$ cat src/rtl/pll_lock_sequencer_pkg.sv
// Shared types and default constants for the system_pll bring-up sequencer.
package pll_seq_pkg;

  typedef enum logic [2:0] {
    ST_RESET_HOLD,
    ST_WAIT_LOCK,
    ST_LOCK_STABLE,
    ST_RELEASE,
    ST_RUN,
    ST_FAIL
  } pll_seq_state_t;

  localparam int DEF_NUM_DOMAINS         = 6;
  localparam int DEF_RST_HOLD_CYCLES     = 50;
  localparam int DEF_LOCK_STABLE_CYCLES  = 1024;
  localparam int DEF_LOCK_TIMEOUT_CYCLES = 50000;
  localparam int DEF_RELEASE_GAP_CYCLES  = 16;
  localparam int DEF_MAX_RETRIES         = 3;
  localparam int DEF_CNT_W               = 16;

  localparam int RETRY_W = 2;

endpackage

$ cat src/rtl/pll_lock_sequencer_bit_sync.sv
// Two-flop synchronizer for one asynchronous level input; both flops clear to 0 on reset.
module bit_sync (
  input  logic clk,
  input  logic rst_n,
  input  logic d,
  output logic q
);

  logic sync_p0;
  logic sync_p1;

  always_ff @(posedge clk) begin
    if (!rst_n) begin
      sync_p0 <= 1'b0;
      sync_p1 <= 1'b0;
    end else begin
      sync_p0 <= d;
      sync_p1 <= sync_p0;
    end
  end

  assign q = sync_p1;

endmodule

$ cat src/rtl/pll_lock_sequencer.sv
// Reset/lock bring-up sequencer for system_pll: hold, wait for stable lock, staggered domain release.
module pll_lock_sequencer
  import pll_seq_pkg::*;
#(
  parameter int NUM_DOMAINS         = DEF_NUM_DOMAINS,
  parameter int RST_HOLD_CYCLES     = DEF_RST_HOLD_CYCLES,
  parameter int LOCK_STABLE_CYCLES  = DEF_LOCK_STABLE_CYCLES,
  parameter int LOCK_TIMEOUT_CYCLES = DEF_LOCK_TIMEOUT_CYCLES,
  parameter int RELEASE_GAP_CYCLES  = DEF_RELEASE_GAP_CYCLES,
  parameter int MAX_RETRIES         = DEF_MAX_RETRIES,
  parameter int CNT_W               = DEF_CNT_W
) (
  input  logic                   refclk,
  input  logic                   rst_n,
  input  logic                   pll_locked,
  input  logic                   restart_req,
  output logic                   pll_rst,
  output logic [NUM_DOMAINS-1:0] domain_rst_n,
  output logic                   ready,
  output logic                   lock_lost,
  output logic                   fail,
  output logic [RETRY_W-1:0]     retry_cnt
);

  localparam logic [CNT_W-1:0] HOLD_LAST    = CNT_W'(RST_HOLD_CYCLES - 1);
  localparam logic [CNT_W-1:0] STABLE_LAST  = CNT_W'(LOCK_STABLE_CYCLES - 1);
  localparam logic [CNT_W-1:0] TIMEOUT_LAST = CNT_W'(LOCK_TIMEOUT_CYCLES - 1);
  localparam logic [CNT_W-1:0] RELEASE_LAST = CNT_W'(NUM_DOMAINS * RELEASE_GAP_CYCLES - 1);

  logic locked_s;

  pll_seq_state_t             state_q, state_d;
  logic [CNT_W-1:0]           cnt_q, cnt_d;
  logic                       pll_rst_q, pll_rst_d;
  logic [NUM_DOMAINS-1:0]     domain_rst_n_q, domain_rst_n_d;
  logic                       ready_q, ready_d;
  logic                       lock_lost_q, lock_lost_d;
  logic                       fail_q, fail_d;
  logic [RETRY_W-1:0]         retry_cnt_q, retry_cnt_d;
  logic [RETRY_W-1:0]         retry_inc;

  bit_sync u_lock_sync (
    .clk   (refclk),
    .rst_n (rst_n),
    .d     (pll_locked),
    .q     (locked_s)
  );

  assign retry_inc = (retry_cnt_q == '1) ? retry_cnt_q : retry_cnt_q + 1'b1;

  always_comb begin
    state_d     = state_q;
    retry_cnt_d = retry_cnt_q;
    lock_lost_d = lock_lost_q;

    case (state_q)
      ST_RESET_HOLD: begin
        if (cnt_q == HOLD_LAST) state_d = ST_WAIT_LOCK;
      end
      ST_WAIT_LOCK: begin
        if (locked_s) begin
          state_d = ST_LOCK_STABLE;
        end else if (cnt_q == TIMEOUT_LAST) begin
          retry_cnt_d = retry_inc;
          state_d     = (int'(retry_inc) == MAX_RETRIES) ? ST_FAIL : ST_RESET_HOLD;
        end
      end
      ST_LOCK_STABLE: begin
        if (!locked_s)                 state_d = ST_WAIT_LOCK;
        else if (cnt_q == STABLE_LAST) state_d = ST_RELEASE;
      end
      ST_RELEASE: begin
        if (!locked_s) begin
          state_d     = ST_RESET_HOLD;
          lock_lost_d = 1'b1;
        end else if (cnt_q == RELEASE_LAST) begin
          state_d = ST_RUN;
        end
      end
      ST_RUN: begin
        if (!locked_s) begin
          state_d     = ST_RESET_HOLD;
          lock_lost_d = 1'b1;
        end
      end
      ST_FAIL: begin
        state_d = ST_FAIL;
      end
      default: begin
        state_d = ST_RESET_HOLD;
      end
    endcase

    // A restart overrides whatever the state logic decided this cycle.
    if (restart_req) begin
      state_d     = ST_RESET_HOLD;
      retry_cnt_d = '0;
      lock_lost_d = 1'b0;
    end

    if (state_d == ST_RUN) retry_cnt_d = '0;

    if (restart_req || (state_d != state_q)) begin
      cnt_d = '0;
    end else if ((state_q == ST_RUN) || (state_q == ST_FAIL)) begin
      cnt_d = cnt_q;
    end else begin
      cnt_d = cnt_q + 1'b1;
    end

    // Outputs are decoded from the next state so they register in step with it.
    pll_rst_d = (state_d == ST_RESET_HOLD) || (state_d == ST_FAIL);
    ready_d   = (state_d == ST_RUN);
    fail_d    = (state_d == ST_FAIL);
    for (int i = 0; i < NUM_DOMAINS; i++) begin
      domain_rst_n_d[i] = (state_d == ST_RUN) ||
                          ((state_d == ST_RELEASE) && (cnt_d >= CNT_W'(i * RELEASE_GAP_CYCLES)));
    end
  end

  always_ff @(posedge refclk) begin
    if (!rst_n) begin
      state_q        <= ST_RESET_HOLD;
      cnt_q          <= '0;
      pll_rst_q      <= 1'b1;
      domain_rst_n_q <= '0;
      ready_q        <= 1'b0;
      lock_lost_q    <= 1'b0;
      fail_q         <= 1'b0;
      retry_cnt_q    <= '0;
    end else begin
      state_q        <= state_d;
      cnt_q          <= cnt_d;
      pll_rst_q      <= pll_rst_d;
      domain_rst_n_q <= domain_rst_n_d;
      ready_q        <= ready_d;
      lock_lost_q    <= lock_lost_d;
      fail_q         <= fail_d;
      retry_cnt_q    <= retry_cnt_d;
    end
  end

  assign pll_rst      = pll_rst_q;
  assign domain_rst_n = domain_rst_n_q;
  assign ready        = ready_q;
  assign lock_lost    = lock_lost_q;
  assign fail         = fail_q;
  assign retry_cnt    = retry_cnt_q;

endmodule

$ cat config.mk
export PLATFORM = sky130hd
export DESIGN_NAME = pll_lock_sequencer
export DESIGN_NICKNAME = d
export VERILOG_FILES = /design/src/rtl/pll_lock_sequencer_pkg.sv /design/src/rtl/pll_lock_sequencer_bit_sync.sv /design/src/rtl/pll_lock_sequencer.sv
export SDC_FILE = /design/constraint.sdc
export NUM_CORES = 1
export LEC_CHECK = 0
export CAP_MARGIN = 25
export CORE_ASPECT_RATIO = 1.4
export CORE_MARGIN = 10
export CORE_UTILIZATION = 51
export DETAILED_ROUTE_END_ITERATION = 10
export PLACE_DENSITY = 0.75
export SLEW_MARGIN = 10
export SYNTH_ARGS = -nofsm -noshare
export SYNTH_HDL_FRONTEND = slang
export SYNTH_SLANG_ARGS = --single-unit
$ cat constraint.sdc
create_clock -name refclk -period 2.65 [get_ports refclk]
set_input_delay 0.53 -clock refclk [delete_from_list [all_inputs] [get_ports refclk]]
set_output_delay 0.53 -clock refclk [all_outputs]
set_load 0.02 [all_outputs]
==> impl_metrics.ini, run 1 <==
[status]
status = finished clean

[logic_synthesis]
synth_cell_types = 49
synth-async-reset-ratio_pct = 0
synth_flop_cell = dfxtp_1
ys_seq_area_share_pct = 38.2
synth-seq-cells = 33
avgSynthCellArea_sq_um = 8.29
synth_cells = 209
synth_edf_count = 0
yosysWarnings = 0
synth_fp_nets = 215
synth_area_sq_um = 1730

[die]
core_area_sq_um = 3320
die_area_sq_um = 6160
start_util_pct = 52.2
die_x_um = 69.2
fp.dieH_um = 88.9
io_pins = 16
rows = 25

[worst_setup_path]
critPathLaunchType = register
path_max_fanout = 7
crit_chain = nor2b_1 -> buf_4 -> nor4_2 -> nor3b_2 -> mux2_1 -> a2bb2oi_1 -> nor4_4 -> a41oi_1
path_class = register to register
r2r_cells = 8
required_ns = 2.81
worst_path_max_delay_cell = dfxtp_1
critPathCaptureType = register
critPathMaxStageDelay_ns = 0.41
critPathArrivalTime_ns = 2.69

[placed_design]
port_buffers = 15
placed_area_sq_um = 2060
dp_hpwl_mm = 3.18
place.gp.congestion = 0.842
placed_cells = 275

[cells_and_area]
final_cell_mix = dfxtp_1, nor2_1, buf_4
fin_cells = 283
final_util_pct = 66.3
syn2layout_area_growth_pct = 26.9
n_antenna_cell = 0
final_nets = 248
nFillCells = 295
mostFrequentLayoutCell = dfxtp_1
drive_gt1_share_pct = 19.3
stdcell_area_sq_um = 2200

[sta]
tightest_slew_ns = 0.557
whs_ns = 0.439
relSlewSlack_pct = 62.5
hold_viol_final = 0
finalCriticalPeriod_ns = 2.54
setup_viol = 0
clock_skew_ns = 0.00736
maxSlewViolCount = 0
period_share_pct = 95.7
clock.fmax_mhz = 394

[clock_tree]
cts_tree = done
clock_path_buffers = 2
htreeDepth = 2
clock_latency_ns = 0.30
cts_made_buffers = 5
cts.reportedPaths.clkPinSlew_ns = 0.07
cts_root_buf = clkbuf_8
clkSinkCount = 33

[global_route]
grt.total_usage_pct = 14.2
grt_pass1_wl_mm = 7.16
antenna_found_initial = 0
grt_remaining_overflow = 0
grt_pass1_vias = 1603
grt_max_degree = 17

[job]
max_cap_viol_count = 0

[route]
drt_iter0_drc = 137
drc = 0
wl_per_cell_um = 15.4
vias = 1629
dr.pass1.iters = 4
avgViaCountPerCell = 5.76
ant_nets = 0
wirelength_mm = 4.36

[pwr]
power.density_nw_per_um2 = 414
power.leakage_uw = 0.000793
irDropWorstVdd_v = 0.000407

[worst_hold_path]
hold_depth = 1
hold_path_class = register to register
[repair_timing]
action                                 CTS  global route
buffers inserted                         0             0
resized for setup                        1             8
pin swaps                                0             3
setup endpoints to repair                6            14
endpoints found under the hold margin    0             0
hold buffers                             0             0
[sequential cells by signal (all words and copies together) (netlist names)]
register             flops
cnt_q                   16
domain_rst_n             6
fail                     1
lock_lost                1
pll_rst                  1
ready                    1
retry_cnt                2
state_q                  3
u_lock_sync.q            1
u_lock_sync.sync_p0      1
[Yosys cell counts (2+ instances only)]
cell,n,area share [%]
nor2b_1,5,1.8
clkbuf_1,4,0.87
dfxtp_1,33,38
and2_1,3,1.1
nand4_1,4,1.4
xor2_1,7,3.5
nand3_1,8,2.3
a31oi_1,3,1.1
nand2b_1,2,0.72
inv_1,8,1.7
ha_1,2,1.4
nor3_1,8,2.3
or2_2,2,0.72
xnor2_1,11,5.6
and4b_1,2,1.2
buf_2,4,1.2
a21o_1,2,0.87
o31ai_1,3,1.3
a21oi_1,10,2.9
nand2_1,17,3.7
or4_1,4,1.7
nor4b_1,2,1.0
nor4_1,6,2.2
nor2_1,31,6.7
o21ai_0,3,0.87
buf_4,2,0.87
[through the flow]
step                total power [uW]  TNS [ns]  setup WS (ns)
floorplan                        527         0        0.00737
global placement                 544         0         0.0410
detailed placement               544   -0.0655        -0.0201
CTS                              914         0         0.0177
global route                     939  -0.00816       -0.00816
finish                           909         0          0.113
[final timing paths]
check	start	to	slack (ns)
hold reg to reg	u_lock_sync.sync_p0	u_lock_sync.q	0.44
hold / removal	u_lock_sync.sync_p0	u_lock_sync.q	0.44
setup reg to reg	state_q[1]	domain_rst_n[1]	0.11
setup / recovery	state_q[1]	domain_rst_n[1]	0.11
[logic make-up (layout without fill, tap and decap cells)]
| group | Yosys count | in the layout | share of synthesized area [%] |
|---|---|---|---|
| xor+xnor | 18 | 18 | 9.10 |
| fa+ha+maj | 2 | 2 | 1.44 |
| flops | 33 | 33 | 38.2 |
| compound gates | 33 | 33 | 14.2 |
| simple gates | 103 | 103 | 31.2 |
| buf+inv | 19 | 53 | 5.27 |
| mux | 1 | 1 | 0.650 |
[where the power goes]
part	internal (uW)	leakage (uW)	switching, uW	total [uW]
registers	499	0.000266	2.36	501
clock network	181	0.0000439	194	375
logic	16.3	0.000482	17.3	33.6
total	696	0.000793	213	909
[critical path: cells and delay by family, from the launching register on]
family                 cells  cell delay, ns
muxes                      1            0.35
DFF                        1            0.41
buffers and inverters      1            0.18
AOI/OAI and AO/OA          2            0.31
and+or+nand+nor            4            1.15
[routing by layer]
layer | up-vias | part of all wire (%) | GRT usage (%)
li1 | 795 | - | -
met1 | 759 | 38 | 13.2
met2 | 58 | 52 | 25.9
met3 | 17 | 5.1 | 4.33
met4 | 0 | 4.2 | 10.6
met5 | - | 0 | 0
[area by class of cell]
cell class / instances / area, sq um / share of cell area (%)
Multi-Input combinational cell: 157 / 1040 / 47.4
Timing Repair Buffer: 37 / 328 / 14.9
Inverter: 8 / 30.0 / 1.37
Clock inverter: 3 / 17.5 / 0.797
Sequential cell: 33 / 661 / 30.1
Tap cell: 40 / 50.0 / 2.28
Clock buffer: 5 / 68.8 / 3.13
(Power assumes the default switching activity.)
==> run 2, diff against run 1 <==
--- a/config.mk
+++ b/config.mk
@@ -11,6 +11,7 @@
 export CORE_UTILIZATION = 51
 export DETAILED_ROUTE_END_ITERATION = 10
 export PLACE_DENSITY = 0.75
+export REMOVE_ABC_BUFFERS = 1
 export SLEW_MARGIN = 10
 export SYNTH_ARGS = -nofsm -noshare
 export SYNTH_HDL_FRONTEND = slang
==> impl_metrics.ini, run 2 (synthesis gave the netlist of run 1 again) <==
[worst_setup_path]
required_ns = 2.86
critPathMaxStageDelay_ns = 0.55
worst_path_max_delay_cell = or4_1
crit_chain = or4_1 -> or4_4 -> nor3_2 -> nor3_1 -> and3b_4 -> o221ai_4 -> a41oi_1
path_delay_family = simple AND/OR/NAND/NOR gates
path_class = register to register
r2r-start = cnt_q[13]
critPathCaptureType = register
critPathArrivalTime_ns = 2.72
crit_start = cnt_q[13]
path_max_fanout = 6
critPathLaunchType = register
crit_buf_inv = 0

[worst_hold_path]
hp-start = u_lock_sync.sync_p0
hold_path_class = register to register

[die]
die_x_um = 69.2
die_area_sq_um = 6160
fp.dieH_um = 88.9
start_util_pct = 52.2
io_pins = 16
core_area_sq_um = 3320
rows = 25

[route]
wl_per_cell_um = 14.0
dr.pass1.iters = 4
avgViaCountPerCell = 5.59
drc = 0
vias = 1620
wirelength_mm = 4.07
ant_nets = 0
drt_iter0_drc = 124

[clock_tree]
clock_latency_ns = 0.28
clock_path_buffers = 2
htreeDepth = 2
cts_made_buffers = 5
cts.reportedPaths.clkPinSlew_ns = 0.07
cts_root_buf = clkbuf_8
postCtsSetupBuffers = 0
cts_tree = done
clkSinkCount = 33

[pwr]
finalPower_uw = 1020
irDropWorstVdd_v = 0.000353
power.density_nw_per_um2 = 447
power.leakage_uw = 0.000846

[placed_design]
port_buffers = 15
place.gp.congestion = 0.866
placed_area_sq_um = 2100
dp_hpwl_mm = 3.13
place_worst_setup_slack_ns = -0.0832

[sta]
clock_skew_ns = 0.00540
relSlewSlack_pct = 53.1
finalCriticalPeriod_ns = 2.51
clock.fmax_mhz = 399
period_share_pct = 94.6
setup_viol = 0
tightest_slew_ns = 0.703
hold_viol_final = 0
rsz0062_at_grt = false
maxSlewViolCount = 0
fin_ws_ns = 0.142

[global_route]
grt_pass1_wl_mm = 7.03
grt_max_degree = 14
grt_remaining_overflow = 0
grt_pass1_vias = 1631
grt.total_usage_pct = 13.7
antenna_found_initial = 0

[cells_and_area]
n_antenna_cell = 0
drive_gt1_share_pct = 20.8
largest_register = cnt_q
nFillCells = 265
stdcell_area_sq_um = 2290
multi_input_area_sq_um = 1050
mostFrequentLayoutCell = dfxtp_1
final_cell_mix = dfxtp_1, nor2_1, buf_4
final_nets = 255
seqCellArea_sq_um = 661
largest_reg_flops = 16
syn2layout_area_growth_pct = 32.0

[job]
max_cap_viol_count = 0

[status]
status = finished clean
-- run 2: worst reg2reg max path, cell delays in order (launching register included) --
cell and delay, ns:
dfxtp_1 0.31, or4_1 0.55, or4_4 0.52, nor3_2 0.26
nor3_1 0.11, and3b_4 0.36, o221ai_4 0.15, a41oi_1 0.18
-- run 2: what timing repair did --
action                                 CTS  global route
pin swaps                                0             2
hold buffers                             0             0
resized for setup                        2             9
endpoints found under the hold margin    0             0
setup endpoints to repair               10             8
gates cloned                             0             0
-- run 2: routing by layer --
layer,vias to the layer above,global-route usage [%],wire [um]
met3,17,3.67,136
met2,35,25.2,2090
met5,-,0,0
met4,0,9.36,213
met1,756,13.1,1630
li1,812,-,-
-- run 2: through the flow --
step	setup TNS, ns	hold WS, ns	cells	utilization (%)
after floorplan	-0.963	0.412	198	-
after global placement	-0.194	0.422	282	63.4
after detailed placement	-0.269	0.421	282	63.4
after CTS	0	0.437	290	67.2
after global routing	0	0.452	290	68.9
final	0	0.433	290	68.9
-- run 2: path summary, 6_finish.rpt --
kind	to	slack (ns)	depth (start not counted)
worst max-delay path	domain_rst_n[1]	0.14	7
worst min-delay path	u_lock_sync.q	0.43	1
worst max register to register	domain_rst_n[1]	0.14	7
worst min register to register	u_lock_sync.q	0.43	1
-- run 2: cell type report --
cell class / instances / area share, %
clock inverters: 1 / 1.31
flip-flops and latches: 33 / 28.9
multi-input cells: 157 / 45.9
well taps: 40 / 2.19
repair buffers: 44 / 16.6
inverters: 8 / 1.31
clock buffers: 7 / 3.78
-- run 2: report_power, final --
group | switching, uW | internal [uW] | total (uW)
clock network | 179 | 306 | 485
registers | 1.95 | 499 | 501
logic | 18.5 | 17.9 | 36.4
==> run 3, diff against run 2 <==
--- a/config.mk
+++ b/config.mk
@@ -11,6 +11,7 @@
 export CORE_UTILIZATION = 51
 export DETAILED_ROUTE_END_ITERATION = 10
 export PLACE_DENSITY = 0.75
+export RECOVER_POWER = 100
 export REMOVE_ABC_BUFFERS = 1
 export SLEW_MARGIN = 10
 export SYNTH_ARGS = -nofsm -noshare
==> impl_metrics.ini, run 3 (synthesis gave the netlist of run 1 again) <==
[sta]
hold_viol_final = 0
maxSlewViolCount = 0
whs_ns = 0.433
relSlewSlack_pct = 53.5
rsz0062_at_grt = false
finalCriticalPeriod_ns = 2.52
tightest_slew_ns = 0.696
clock.fmax_mhz = 396
fin_ws_ns = 0.125
period_share_pct = 95.3
setup_viol = 0
clock_skew_ns = 0.00532

[placed_design]
dp_hpwl_mm = 3.13
placed_cells = 282
place.gp.congestion = 0.866
port_buffers = 15
placed_area_sq_um = 2100
place_worst_setup_slack_ns = -0.0832

[route]
dr.pass1.iters = 4
wirelength_mm = 4.10
avgViaCountPerCell = 5.63
drt_iter0_drc = 128
vias = 1632
wl_per_cell_um = 14.1
drc = 0
ant_nets = 0

[cells_and_area]
largest_reg_flops = 16
final_cell_mix = dfxtp_1, nor2_1, buf_4
stdcell_area_sq_um = 2270
final_nets = 255
fin_cells = 290
multi_input_area_sq_um = 1050
syn2layout_area_growth_pct = 31.3
seqCellArea_sq_um = 661
n_antenna_cell = 0
nFillCells = 269
final_util_pct = 68.6
largest_register = cnt_q
mostFrequentLayoutCell = dfxtp_1
drive_gt1_share_pct = 19.6

[worst_setup_path]
required_ns = 2.81
critPathLaunchType = register
path_class = register to register
path_max_fanout = 6
critPathCaptureType = register
critPathArrivalTime_ns = 2.69

[clock_tree]
clock_path_buffers = 2
cts.reportedPaths.clkPinSlew_ns = 0.07
cts_tree = done
clock_latency_ns = 0.29
htreeDepth = 2
cts_made_buffers = 5
cts_root_buf = clkbuf_8
postCtsSetupBuffers = 0
clkSinkCount = 33

[die]
rows = 25
start_util_pct = 52.2
io_pins = 16
die_x_um = 69.2
die_area_sq_um = 6160
core_area_sq_um = 3320
fp.dieH_um = 88.9

[global_route]
antenna_found_initial = 0
grt_pass1_wl_mm = 7.03
grt_max_degree = 14
grt_pass1_vias = 1631
grt_remaining_overflow = 0
grt.total_usage_pct = 13.7

[pwr]
power.leakage_uw = 0.000873
irDropWorstVdd_v = 0.000359
power.density_nw_per_um2 = 450

[job]
max_cap_viol_count = 0

[worst_hold_path]
hold_path_class = register to register

[status]
status = finished clean
## run 3: power breakdown
group	internal (uW)	switching, uW
Combinational	16.2	18.2
Clock	306	182
Sequential	499	1.91
Total	821	202
## run 3: final timing paths
check,from,endpoint,slack (ns),depth (start not counted)
hold reg to reg,u_lock_sync.sync_p0,u_lock_sync.q,0.43,1
setup reg to reg,cnt_q[13],cnt_q[1],0.13,8
setup / recovery,cnt_q[13],cnt_q[1],0.13,8
hold / removal,u_lock_sync.sync_p0,u_lock_sync.q,0.43,1
## run 3: repair_timing
| action | CTS | global route |
|---|---|---|
| setup endpoints to repair | 10 | 8 |
| pin swaps | 0 | 2 |
| hold buffers | 0 | 0 |
| resized for setup | 2 | 9 |
## run 3: final cells by class
type,instances,area share (%)
multi-input combinational,157,46.0
timing repair buffer,44,16.3
inverter,8,1.32
tap,40,2.20
clock inverter,1,1.32
clock buffer,7,3.80
sequential,33,29.1
## run 3: stage by stage
step | TNS, ns | power (uW)
6_report | 0 | 1020
5_1_grt | 0 | 1060
4_1_cts | 0 | 1030
3_5_place_dp | -0.269 | 546
3_3_place_gp | -0.194 | 546
2_1_floorplan | -0.963 | 526
## run 3: worst max-delay path, cell delays in order (launching register included)
cell	delay, ns
dfxtp_1	0.31
or4_1	0.55
or4_4	0.52
o41ai_4	0.33
nor3_1	0.08
and3_1	0.24
nand2_1	0.15
clkbuf_2	0.17
a211oi_1	0.06
## run 3: layer usage
layer  routed length [um]  share of wire (%)  GRT usage [%]  up-vias
li1                     -                  -              -      812
met2                 2090                 51           25.2       48
met3                  187                4.6           3.67       16
met4                  202                4.9           9.36        0
met5                    0                  0              0        -
met1                 1620                 39           13.1      756
